[config.mk]
export PLATFORM = sky130hd
export DESIGN_NAME = load_store_unit_flat
export DESIGN_NICKNAME = d
export VERILOG_FILES = /design/src/rtl/load_store_unit_if.sv /design/src/rtl/load_store_unit.sv /design/src/flat_wrapper.sv
export SDC_FILE = /design/constraint.sdc
export NUM_CORES = 1
export LEC_CHECK = 0
export CAP_MARGIN = 10
export CELL_PAD_IN_SITES_DETAIL_PLACEMENT = 1
export CELL_PAD_IN_SITES_GLOBAL_PLACEMENT = 2
export CORE_MARGIN = 1.5
export CORE_UTILIZATION = 22
export CTS_BUF_LIST = sky130_fd_sc_hd__clkbuf_8
export CTS_CLUSTER_SIZE = 16
export DETAILED_ROUTE_END_ITERATION = 8
export PLACE_DENSITY_LB_ADDON = 0.1
export SLEW_MARGIN = 40
export SYNTH_ARGS = -nofsm -noshare
export SYNTH_HDL_FRONTEND = slang
export SYNTH_SLANG_ARGS = --single-unit
[constraint.sdc]
create_clock -name clk -period 2.5 [get_ports clk]
set_clock_uncertainty 0.15 [all_clocks]
set_input_delay 0.5 -clock clk [delete_from_list [all_inputs] [get_ports clk]]
set_output_delay 0.5 -clock clk [all_outputs]
set_load 0.02 [all_outputs]
[src/rtl/load_store_unit_if.sv]
// rtl/load_store_unit_if.sv - command, memory and write-back bus of the load/store unit
interface load_store_unit_if;
   logic        cmd_valid;
   logic        cmd_ready;
   logic        cmd_load;
   logic [2:0]  cmd_dest;
   logic [15:0] cmd_base;
   logic [6:0]  cmd_imm;
   logic [15:0] cmd_sdata;
   logic        mem_req;
   logic        mem_we;
   logic [15:0] mem_addr;
   logic [15:0] mem_wdata;
   logic [15:0] mem_rdata;
   logic        mem_ack;
   logic        wb_en;
   logic [2:0]  wb_dest;
   logic [15:0] wb_data;
   logic        done;
   logic        err;

   // The unit side: masters the memory bus, serves commands, drives write-back.
   modport master (
      input  cmd_valid, cmd_load, cmd_dest, cmd_base, cmd_imm, cmd_sdata,
      input  mem_rdata, mem_ack,
      output cmd_ready, mem_req, mem_we, mem_addr, mem_wdata,
      output wb_en, wb_dest, wb_data, done, err
   );

   // The environment side: issues commands, answers memory requests.
   modport slave (
      output cmd_valid, cmd_load, cmd_dest, cmd_base, cmd_imm, cmd_sdata,
      output mem_rdata, mem_ack,
      input  cmd_ready, mem_req, mem_we, mem_addr, mem_wdata,
      input  wb_en, wb_dest, wb_data, done, err
   );
endinterface

[src/rtl/load_store_unit.sv]
// rtl/load_store_unit.sv - single-outstanding LW/SW unit with memory timeout
module load_store_unit #(
   parameter int TIMEOUT_CYCLES = 255
) (
   input logic                clk,
   input logic                rst,
   load_store_unit_if.master  bus
);

   typedef enum logic [1:0] {IDLE = 2'd0, REQ = 2'd1, WB = 2'd2} state_t;

   // Counter only needs to reach TIMEOUT_CYCLES-1; the final miss edge fires err.
   localparam int CW = (TIMEOUT_CYCLES > 1) ? $clog2(TIMEOUT_CYCLES) : 1;
   localparam logic [CW-1:0] CNT_LAST = CW'((TIMEOUT_CYCLES == 0) ? 0 : TIMEOUT_CYCLES - 1);

   state_t         state;
   state_t         state_nxt;
   logic           op_load;
   logic [2:0]     dest_q;
   logic [15:0]    addr_q;
   logic [15:0]    sdata_q;
   logic [15:0]    rdata_q;
   logic [CW-1:0]  cnt;
   logic           err_q;
   logic           timeout_hit;

   // A zero timeout parameter leaves the unit waiting for ack indefinitely.
   assign timeout_hit = (TIMEOUT_CYCLES != 0) && (cnt == CNT_LAST);

   // State register.
   always_ff @(posedge clk) begin
      if (rst) state <= IDLE;
      else     state <= state_nxt;
   end

   // Next state: ack wins over a coincident timeout.
   always_comb begin
      state_nxt = state;
      case (state)
         IDLE: if (bus.cmd_valid) state_nxt = REQ;
         REQ: begin
            if (bus.mem_ack)       state_nxt = WB;
            else if (timeout_hit)  state_nxt = IDLE;
         end
         WB:      state_nxt = IDLE;
         default: state_nxt = IDLE;
      endcase
   end

   // Command latch, read-data capture, timeout counter and err pulse.
   always_ff @(posedge clk) begin
      if (rst) begin
         op_load <= 1'b0;
         dest_q  <= 3'd0;
         addr_q  <= 16'h0000;
         sdata_q <= 16'h0000;
         rdata_q <= 16'h0000;
         cnt     <= '0;
         err_q   <= 1'b0;
      end else begin
         err_q <= 1'b0;
         case (state)
            IDLE: begin
               if (bus.cmd_valid) begin
                  op_load <= bus.cmd_load;
                  dest_q  <= bus.cmd_dest;
                  addr_q  <= bus.cmd_base + {{9{bus.cmd_imm[6]}}, bus.cmd_imm};
                  sdata_q <= bus.cmd_sdata;
                  cnt     <= '0;
               end
            end
            REQ: begin
               if (bus.mem_ack) begin
                  if (op_load) rdata_q <= bus.mem_rdata;
               end else begin
                  cnt   <= cnt + 1'b1;
                  err_q <= timeout_hit;
               end
            end
            default: ;
         endcase
      end
   end

   // Outputs decoded from state or taken straight from registers.
   always_comb begin
      bus.cmd_ready = (state == IDLE);
      bus.mem_req   = (state == REQ);
      bus.mem_we    = (state == REQ) && !op_load;
      bus.mem_addr  = addr_q;
      bus.mem_wdata = sdata_q;
      bus.done      = (state == WB);
      bus.wb_en     = (state == WB) && op_load && (dest_q != 3'd0);
      bus.wb_dest   = dest_q;
      bus.wb_data   = rdata_q;
      bus.err       = err_q;
   end

endmodule

[src/flat_wrapper.sv]
// flat-port wrapper written by rule: the top's interface ports become plain ports
module load_store_unit_flat 
#(
   parameter int TIMEOUT_CYCLES = 255
)
  (clk, rst, bus_cmd_valid, bus_cmd_load, bus_cmd_dest, bus_cmd_base, bus_cmd_imm, bus_cmd_sdata, bus_mem_rdata, bus_mem_ack, bus_cmd_ready, bus_mem_req, bus_mem_we, bus_mem_addr, bus_mem_wdata, bus_wb_en, bus_wb_dest, bus_wb_data, bus_done, bus_err);
  load_store_unit_if bus_i ();
  input logic clk;
  input logic rst;
  input wire logic [$bits(bus_i.cmd_valid)-1:0] bus_cmd_valid;
  input wire logic [$bits(bus_i.cmd_load)-1:0] bus_cmd_load;
  input wire logic [$bits(bus_i.cmd_dest)-1:0] bus_cmd_dest;
  input wire logic [$bits(bus_i.cmd_base)-1:0] bus_cmd_base;
  input wire logic [$bits(bus_i.cmd_imm)-1:0] bus_cmd_imm;
  input wire logic [$bits(bus_i.cmd_sdata)-1:0] bus_cmd_sdata;
  input wire logic [$bits(bus_i.mem_rdata)-1:0] bus_mem_rdata;
  input wire logic [$bits(bus_i.mem_ack)-1:0] bus_mem_ack;
  output wire logic [$bits(bus_i.cmd_ready)-1:0] bus_cmd_ready;
  output wire logic [$bits(bus_i.mem_req)-1:0] bus_mem_req;
  output wire logic [$bits(bus_i.mem_we)-1:0] bus_mem_we;
  output wire logic [$bits(bus_i.mem_addr)-1:0] bus_mem_addr;
  output wire logic [$bits(bus_i.mem_wdata)-1:0] bus_mem_wdata;
  output wire logic [$bits(bus_i.wb_en)-1:0] bus_wb_en;
  output wire logic [$bits(bus_i.wb_dest)-1:0] bus_wb_dest;
  output wire logic [$bits(bus_i.wb_data)-1:0] bus_wb_data;
  output wire logic [$bits(bus_i.done)-1:0] bus_done;
  output wire logic [$bits(bus_i.err)-1:0] bus_err;
  assign bus_i.cmd_valid = bus_cmd_valid;
  assign bus_i.cmd_load = bus_cmd_load;
  assign bus_i.cmd_dest = bus_cmd_dest;
  assign bus_i.cmd_base = bus_cmd_base;
  assign bus_i.cmd_imm = bus_cmd_imm;
  assign bus_i.cmd_sdata = bus_cmd_sdata;
  assign bus_i.mem_rdata = bus_mem_rdata;
  assign bus_i.mem_ack = bus_mem_ack;
  assign bus_cmd_ready = bus_i.cmd_ready;
  assign bus_mem_req = bus_i.mem_req;
  assign bus_mem_we = bus_i.mem_we;
  assign bus_mem_addr = bus_i.mem_addr;
  assign bus_mem_wdata = bus_i.mem_wdata;
  assign bus_wb_en = bus_i.wb_en;
  assign bus_wb_dest = bus_i.wb_dest;
  assign bus_wb_data = bus_i.wb_data;
  assign bus_done = bus_i.done;
  assign bus_err = bus_i.err;
  load_store_unit #(.TIMEOUT_CYCLES(TIMEOUT_CYCLES)) u_core (.clk(clk), .rst(rst), .bus(bus_i));
endmodule
==> run summary, run 1 <==
Status: completed
Die ar.: 14200 um2
R2R Path Start: u_core.state[0]$_SDFFE_PP0P_
Max Fclk: 0.412 GHz
Detail Route Antenna Nets: 0
CTS tree: done
First-pass GRT wire length: 16600 um
Vias in the first global route: 3304
Finished Layout Cells: 707
Routed length per instance: 14.2 um
Reg2reg path depth: 5
Clock Latency Late Sink: 0.34 ns
Crit-path max cell delay: 0.50 ns
RePlAce Congestion: 0.734
Synthesis-stage register bit count: 63
Slew Limit Fails: 0
Ys Warns: 0
Tot GR Track Use: 0.147
Tightest Hold Check Type: register to register
XOR/XNOR share of the synthesized area: 0.0470
Measured slew at the worst slew-check pin: 0.455 ns
Avg Cell Area, Syn: 7.97 um2
Most common cell after layout, fill and taps aside: clkdlybuf4s50_1
Initial antenna violation count: 0
Simple-Gate Fraction of Synth Area: 0.232
Post-DP Area: 4610 um2
Final hold viol count: 0
Adder-cell share of the synthesized area: 0.0781
Startpoint types: input port
TritonCTS Sinks: 63
Slowest CP cell: clkdlybuf4s50_1
Max_cap viols: 0
Leak: 0.00193 uW
CP arrival: 2.51 ns
Critical Path RT: 2.59 ns
P per Cell Area: 527 nW/um2
Hold WS: 0.305 ns
# placed instances: 689
CTS Buffer Depth: 2
DR DRC count: 0
Slew margin rel.: 0.696
Final total power: 2560 uW
Core area: 13200 um2
Crit end category: register
Via density: 4.41
First-pass DRT Iterations: 4
Distinct cells, synth: 45
Mapped cell area: 2980 um2
Initial Util: 0.225
Period utilization: 0.970
Worst vdd ir: 165 uV
I/O Buffers: 119
Post-Syn Instances: 374
Initial drt markers: 85
Clock slew at reported path FFs: 0.07 ns
Clk root buf: clkbuf_8
Compound-Gate Fraction of Synth Area: 0.189
Most frequent cells in the layout: 111 x clkdlybuf4s50_1, 101 x nand2_1, 63 x dfxtp_1, 56 x a21oi_1, 40 x buf_4
CTS buffer count: 9
Largest family of logic cells by synthesized area: simple AND/OR/NAND/NOR gates
Worst path depth: 8
Nets: 608
Mapped Nets: 455
Rows: 42
Worst r2r dst: u_core.bus.mem_addr[13]$_SDFFE_PP0P_
Io pins: 120
Setup TNS: 0 ns
Critical Path, Cell by Cell: clkdlybuf4s50_1 -> ha_4 -> a21o_1 -> a31o_1 -> o211ai_2 -> a21oi_2 -> or3_1 -> a32o_1
Max Fanout on Critical Path: 3
Hold Buf Count CTS: 0
DR vias: 3121
Buf+Inv Stages, Crit Path: 1
Setup violators final: 0
Cell family with most CP delay: compound AO/OA/AOI/OAI gates
Final wirelength: 10100 um
Crit. Startpoint: bus_cmd_imm[4]
Period minus WS final: 2.42 ns
Antenna cell count: 0
Die H: 119 um
CTS H-tree lvls: 3
RSZ-0062 raised after global routing: false
Layout cell share with drive strength beyond 1: 0.130
Total gr overflow: 0
Largest net degree at the start of global routing: 38
Setup CP Type: input port to register
Area delta synth->final: 63.4%
Die Span X: 119 um
Detailed Place HPWL: 7600 um
R2R setup slack: 0.81 ns
CP Capture Point: u_core.bus.mem_addr[11]$_SDFFE_PP0P_
Post-layout instance area: 4870 um2
Register area share after synthesis: 0.423
Post-synthesis mux area share: 0.00336
==> how the worst min path moves through the flow <==
stage          cells past startpoint                           startpoint  slack, ns                                  end
6_report                           2  u_core.bus.mem_addr[3]$_SDFFE_PP0P_       0.30  u_core.bus.mem_addr[3]$_SDFFE_PP0P_
5_1_grt                            2   u_core.bus.wb_data[4]$_SDFFE_PP0P_       0.33   u_core.bus.wb_data[4]$_SDFFE_PP0P_
4_1_cts                            2  u_core.bus.mem_addr[6]$_SDFFE_PP0P_       0.31  u_core.bus.mem_addr[6]$_SDFFE_PP0P_
3_5_place_dp                       2   u_core.bus.wb_data[8]$_SDFFE_PP0P_       0.30   u_core.bus.wb_data[8]$_SDFFE_PP0P_
3_3_place_gp                       2  u_core.bus.mem_addr[3]$_SDFFE_PP0P_       0.29  u_core.bus.mem_addr[3]$_SDFFE_PP0P_
2_1_floorplan                      2           u_core.cnt[7]$_SDFFE_PP0P_       0.32            u_core.bus.err$_SDFF_PP0_
==> kinds of logic after synthesis <==
group,Yosys count
AOI/OAI and AO/OA,93
and+or+nand+nor,161
DFF,63
muxes,1
xor gates and xnor gates,16
buffers and inverters,22
adders and majority gates,18
==> state kept, by name, summed over array words and instances, names as in the netlist <==
| signal | flops |
|---|---|
| u_core.bus.err | 1 |
| u_core.op_load | 1 |
| u_core.bus.mem_addr | 16 |
| u_core.state | 2 |
| u_core.bus.mem_wdata | 16 |
| u_core.cnt | 8 |
| u_core.bus.wb_data | 16 |
| u_core.bus.wb_dest | 3 |
==> routing by layer <==
layer | wire, um | vias up | global-route usage | share of wire
li1 | - | 1585 | - | -
met1 | 4520 | 1458 | 0.177 | 0.45
met2 | 4980 | 66 | 0.257 | 0.49
met3 | 391 | 12 | 0.0307 | 0.039
met4 | 179 | 0 | 0.0580 | 0.018
met5 | 0 | - | 0 | 0
==> cell type report <==
cell class,count,area (um2)
Tap cell,176,220
Multi-Input combinational cell,289,1700
Clock buffer,10,138
Inverter,4,15.0
Timing Repair Buffer,160,1510
Clock inverter,5,26.3
Fill cell,1632,8370
Sequential cell,63,1260
==> worst min-delay path: cells and delay by family, from the launching register on <==
family	cells	cell delay, ns
AND/OR/NAND/NOR	1	0.05
flip-flops	1	0.31
AO/OA/AOI/OAI	1	0.05
==> stage by stage <==
stage                     utilization  worst slack, ns
after floorplan                     -          0.00868
after global placement          0.348           -0.536
after detailed placement        0.348           -0.545
after CTS                       0.362           0.0207
after global routing            0.368          0.00640
final                           0.368           0.0755
==> synthesized netlist by cell type <==
cell type | instances | share of area
a21oi_2 | 1 | 0.0029
o21ai_0 | 5 | 0.0084
a41oi_1 | 1 | 0.0029
o211ai_2 | 1 | 0.0042
xor2_1 | 6 | 0.018
a32o_1 | 1 | 0.0034
o21bai_1 | 2 | 0.0050
a221oi_2 | 1 | 0.0050
o2bb2ai_1 | 1 | 0.0029
a31o_1 | 1 | 0.0029
nand3_1 | 3 | 0.0050
o22ai_1 | 4 | 0.0084
a41o_1 | 1 | 0.0034
and2_1 | 2 | 0.0042
o21a_1 | 2 | 0.0050
o21ai_1 | 2 | 0.0034
or3_1 | 3 | 0.0063
o211ai_1 | 1 | 0.0025
ha_1 | 17 | 0.071
a31oi_1 | 1 | 0.0021
o31ai_1 | 2 | 0.0050
and3_1 | 3 | 0.0063
buf_1 | 2 | 0.0025
o311a_1 | 1 | 0.0034
inv_1 | 4 | 0.0050
fa_1 | 1 | 0.0067
or2_2 | 1 | 0.0021
a211oi_1 | 2 | 0.0050
nor2b_1 | 5 | 0.010
nand4_1 | 6 | 0.013
dfxtp_1 | 63 | 0.42
nand2b_1 | 6 | 0.013
a22o_1 | 1 | 0.0029
xnor2_1 | 10 | 0.029
and4_1 | 1 | 0.0029
and3_2 | 1 | 0.0025
a21oi_1 | 56 | 0.094
mux2i_1 | 1 | 0.0034
a21o_1 | 5 | 0.013
a211o_1 | 1 | 0.0029
nand2_1 | 101 | 0.13
nor3_1 | 4 | 0.0067
clkbuf_1 | 16 | 0.020
nor3b_1 | 1 | 0.0025
nor2_1 | 24 | 0.030
==> where the power goes <==
group          internal, uW  switching [uW]
clock network           372             411
registers              1060            33.5
logic                   360             331
==> repair_timing <==
item	4_1_cts	5_1_grt
buffers inserted	2	1
setup endpoints to repair	3	7
resized for setup	6	11
pin swaps	8	10
Power figures use the tool's default switching activity.
==> run 2: changes to the inputs <==
--- a/config.mk
+++ b/config.mk
@@ -13,6 +13,7 @@
 export CTS_BUF_LIST = sky130_fd_sc_hd__clkbuf_8
 export CTS_CLUSTER_SIZE = 16
 export DETAILED_ROUTE_END_ITERATION = 8
+export GPL_ROUTABILITY_DRIVEN = 0
 export PLACE_DENSITY_LB_ADDON = 0.1
 export SLEW_MARGIN = 40
 export SYNTH_ARGS = -nofsm -noshare
==> constraint.sdc (replaced) <==
create_clock -name clk -period 2.5 [get_ports clk]
set_clock_uncertainty 0.15 [all_clocks]
set_input_delay 0.5 -clock clk [delete_from_list [all_inputs] [get_ports clk]]
set_output_delay 0.5 -clock clk [all_outputs]
set_load 0.005 [all_outputs]
==> run summary, run 2 (synthesized netlist as in run 1, its figures left out) <==
Crit-path max cell delay: 0.50 ns
Slew margin rel.: 0.696
Max Fclk: 0.412 GHz
Vias in the first global route: 3304
I/O Buffers: 119
Initial drt markers: 86
Hold Buf Count CTS: 0
Clock slew at reported path FFs: 0.07 ns
R2R setup slack: 0.81 ns
Worst r2r dst: u_core.bus.mem_addr[13]$_SDFFE_PP0P_
Die Span X: 119 um
First-pass GRT wire length: 16600 um
Largest net degree at the start of global routing: 38
Die ar.: 14200 um2
Clock Latency Late Sink: 0.34 ns
R2R Path Start: u_core.state[0]$_SDFFE_PP0P_
Final Worst Setup Slack: 0.0754 ns
DR DRC count: 0
Setup CP Type: input port to register
CTS buffer count: 9
Die H: 119 um
Initial antenna violation count: 0
Startpoint types: input port
Period utilization: 0.970
Detailed Place HPWL: 7600 um
Final hold viol count: 0
Buf+Inv Stages, Crit Path: 1
RSZ-0062 raised after global routing: false
Io pins: 120
First-pass DRT Iterations: 4
CTS tree: done
Initial Util: 0.225
CP arrival: 2.51 ns
Via density: 4.42
Hold Crit Endpoint: u_core.bus.mem_addr[3]$_SDFFE_PP0P_
Max Fanout on Critical Path: 3
CTS H-tree lvls: 3
Slew Limit Fails: 0
Most frequent cells in the layout: 112 x clkdlybuf4s50_1, 101 x nand2_1, 63 x dfxtp_1, 55 x a21oi_1, 40 x buf_4
Antenna cell count: 0
Routed length per instance: 14.2 um
Leak: 0.00191 uW
Status: completed
DR vias: 3123
Reg2reg path depth: 5
Filler cells: 1630
Area delta synth->final: 63.5%
P per Cell Area: 514 nW/um2
CTS Buffer Depth: 2
Total gr overflow: 0
Setup violators final: 0
Final wirelength: 10100 um
Worst vdd ir: 164 uV
Tot GR Track Use: 0.147
Tightest Hold Check Type: register to register
Period minus WS final: 2.42 ns
Clk root buf: clkbuf_8
Nets: 608
Rows: 42
Slowest CP cell: clkdlybuf4s50_1
Most common cell after layout, fill and taps aside: clkdlybuf4s50_1
Max_cap viols: 0
Detail Route Antenna Nets: 0
Fin util: 0.368
Cell family with most CP delay: compound AO/OA/AOI/OAI gates
Critical Path, Cell by Cell: clkdlybuf4s50_1 -> ha_4 -> a21o_1 -> a31o_1 -> o211ai_2 -> a21oi_2 -> or3_1 -> a32o_1
Critical Path RT: 2.59 ns
Hold depth: 2
Crit end category: register
Hold_sp: u_core.bus.mem_addr[3]$_SDFFE_PP0P_
Layout cell share with drive strength beyond 1: 0.132
Core area: 13200 um2
Post-Place Setup Slack: -0.545 ns
TritonCTS Sinks: 63
Measured slew at the worst slew-check pin: 0.456 ns
## run 2: cell type report
type,count,area (um2),share of cell area
multi-input combinational,289,1700,0.350
clock inverter,5,26.3,0.00540
sequential,63,1260,0.259
timing repair buffer,160,1510,0.309
inverter,4,15.0,0.00308
tap,176,220,0.0452
clock buffer,10,138,0.0283
## run 2: worst max path at each step
stage / start / end / cells past startpoint
4_1_cts: bus_cmd_imm[6] / u_core.bus.mem_addr[12]$_SDFFE_PP0P_ / 8
5_1_grt: bus_cmd_imm[0] / u_core.bus.mem_addr[12]$_SDFFE_PP0P_ / 10
3_3_place_gp: bus_cmd_imm[0] / u_core.bus.mem_addr[14]$_SDFFE_PP0P_ / 9
2_1_floorplan: bus_cmd_imm[0] / u_core.bus.mem_addr[14]$_SDFFE_PP0P_ / 8
3_5_place_dp: bus_cmd_imm[0] / u_core.bus.mem_addr[14]$_SDFFE_PP0P_ / 9
6_report: bus_cmd_imm[4] / u_core.bus.mem_addr[11]$_SDFFE_PP0P_ / 8
## run 2: tightest hold or removal path: stages, from the launching register on
cell     delay, ns
dfxtp_1       0.31
nand2_1       0.05
a21oi_1       0.05
## run 2: power breakdown
part	total, uW	internal (uW)	switching (uW)
Combinational	631	360	271
Sequential	1090	1060	33.5
Clock	784	372	411
Total	2500	1790	716
## run 2: what timing repair did
item | in CTS | in global routing
gates resized for setup | 6 | 11
endpoints found under the setup margin | 3 | 6
setup buffers | 2 | 1
pin swaps | 8 | 10
## run 2: stage by stage
stage                     hold WS, ns  cell area, um2  total power [uW]  setup TNS [ns]  instances
final                           0.305            4870              2500               0        707
after CTS                       0.306            4800              2560               0        706
after floorplan                 0.292            2980              1370               0        374
after detailed placement        0.297            4610              1730           -3.07        689
after global routing            0.327            4870              2670               0        707
after global placement          0.290            4610              1720           -2.91        689
## run 2: layer usage
layer | share of wire | global-route usage
met2 | 0.49 | 0.257
met3 | 0.039 | 0.0307
met4 | 0.018 | 0.0580
met1 | 0.45 | 0.177
met5 | 0 | 0
==> run 3: changes to the inputs <==
--- a/config.mk
+++ b/config.mk
@@ -5,7 +5,7 @@
 export SDC_FILE = /design/constraint.sdc
 export NUM_CORES = 1
 export LEC_CHECK = 0
-export CAP_MARGIN = 10
+export CAP_MARGIN = 20
 export CELL_PAD_IN_SITES_DETAIL_PLACEMENT = 1
 export CELL_PAD_IN_SITES_GLOBAL_PLACEMENT = 2
 export CORE_MARGIN = 1.5
==> results of run 3 <==
Same layout as run 2: the final DEF is identical, and so are final timing and power.
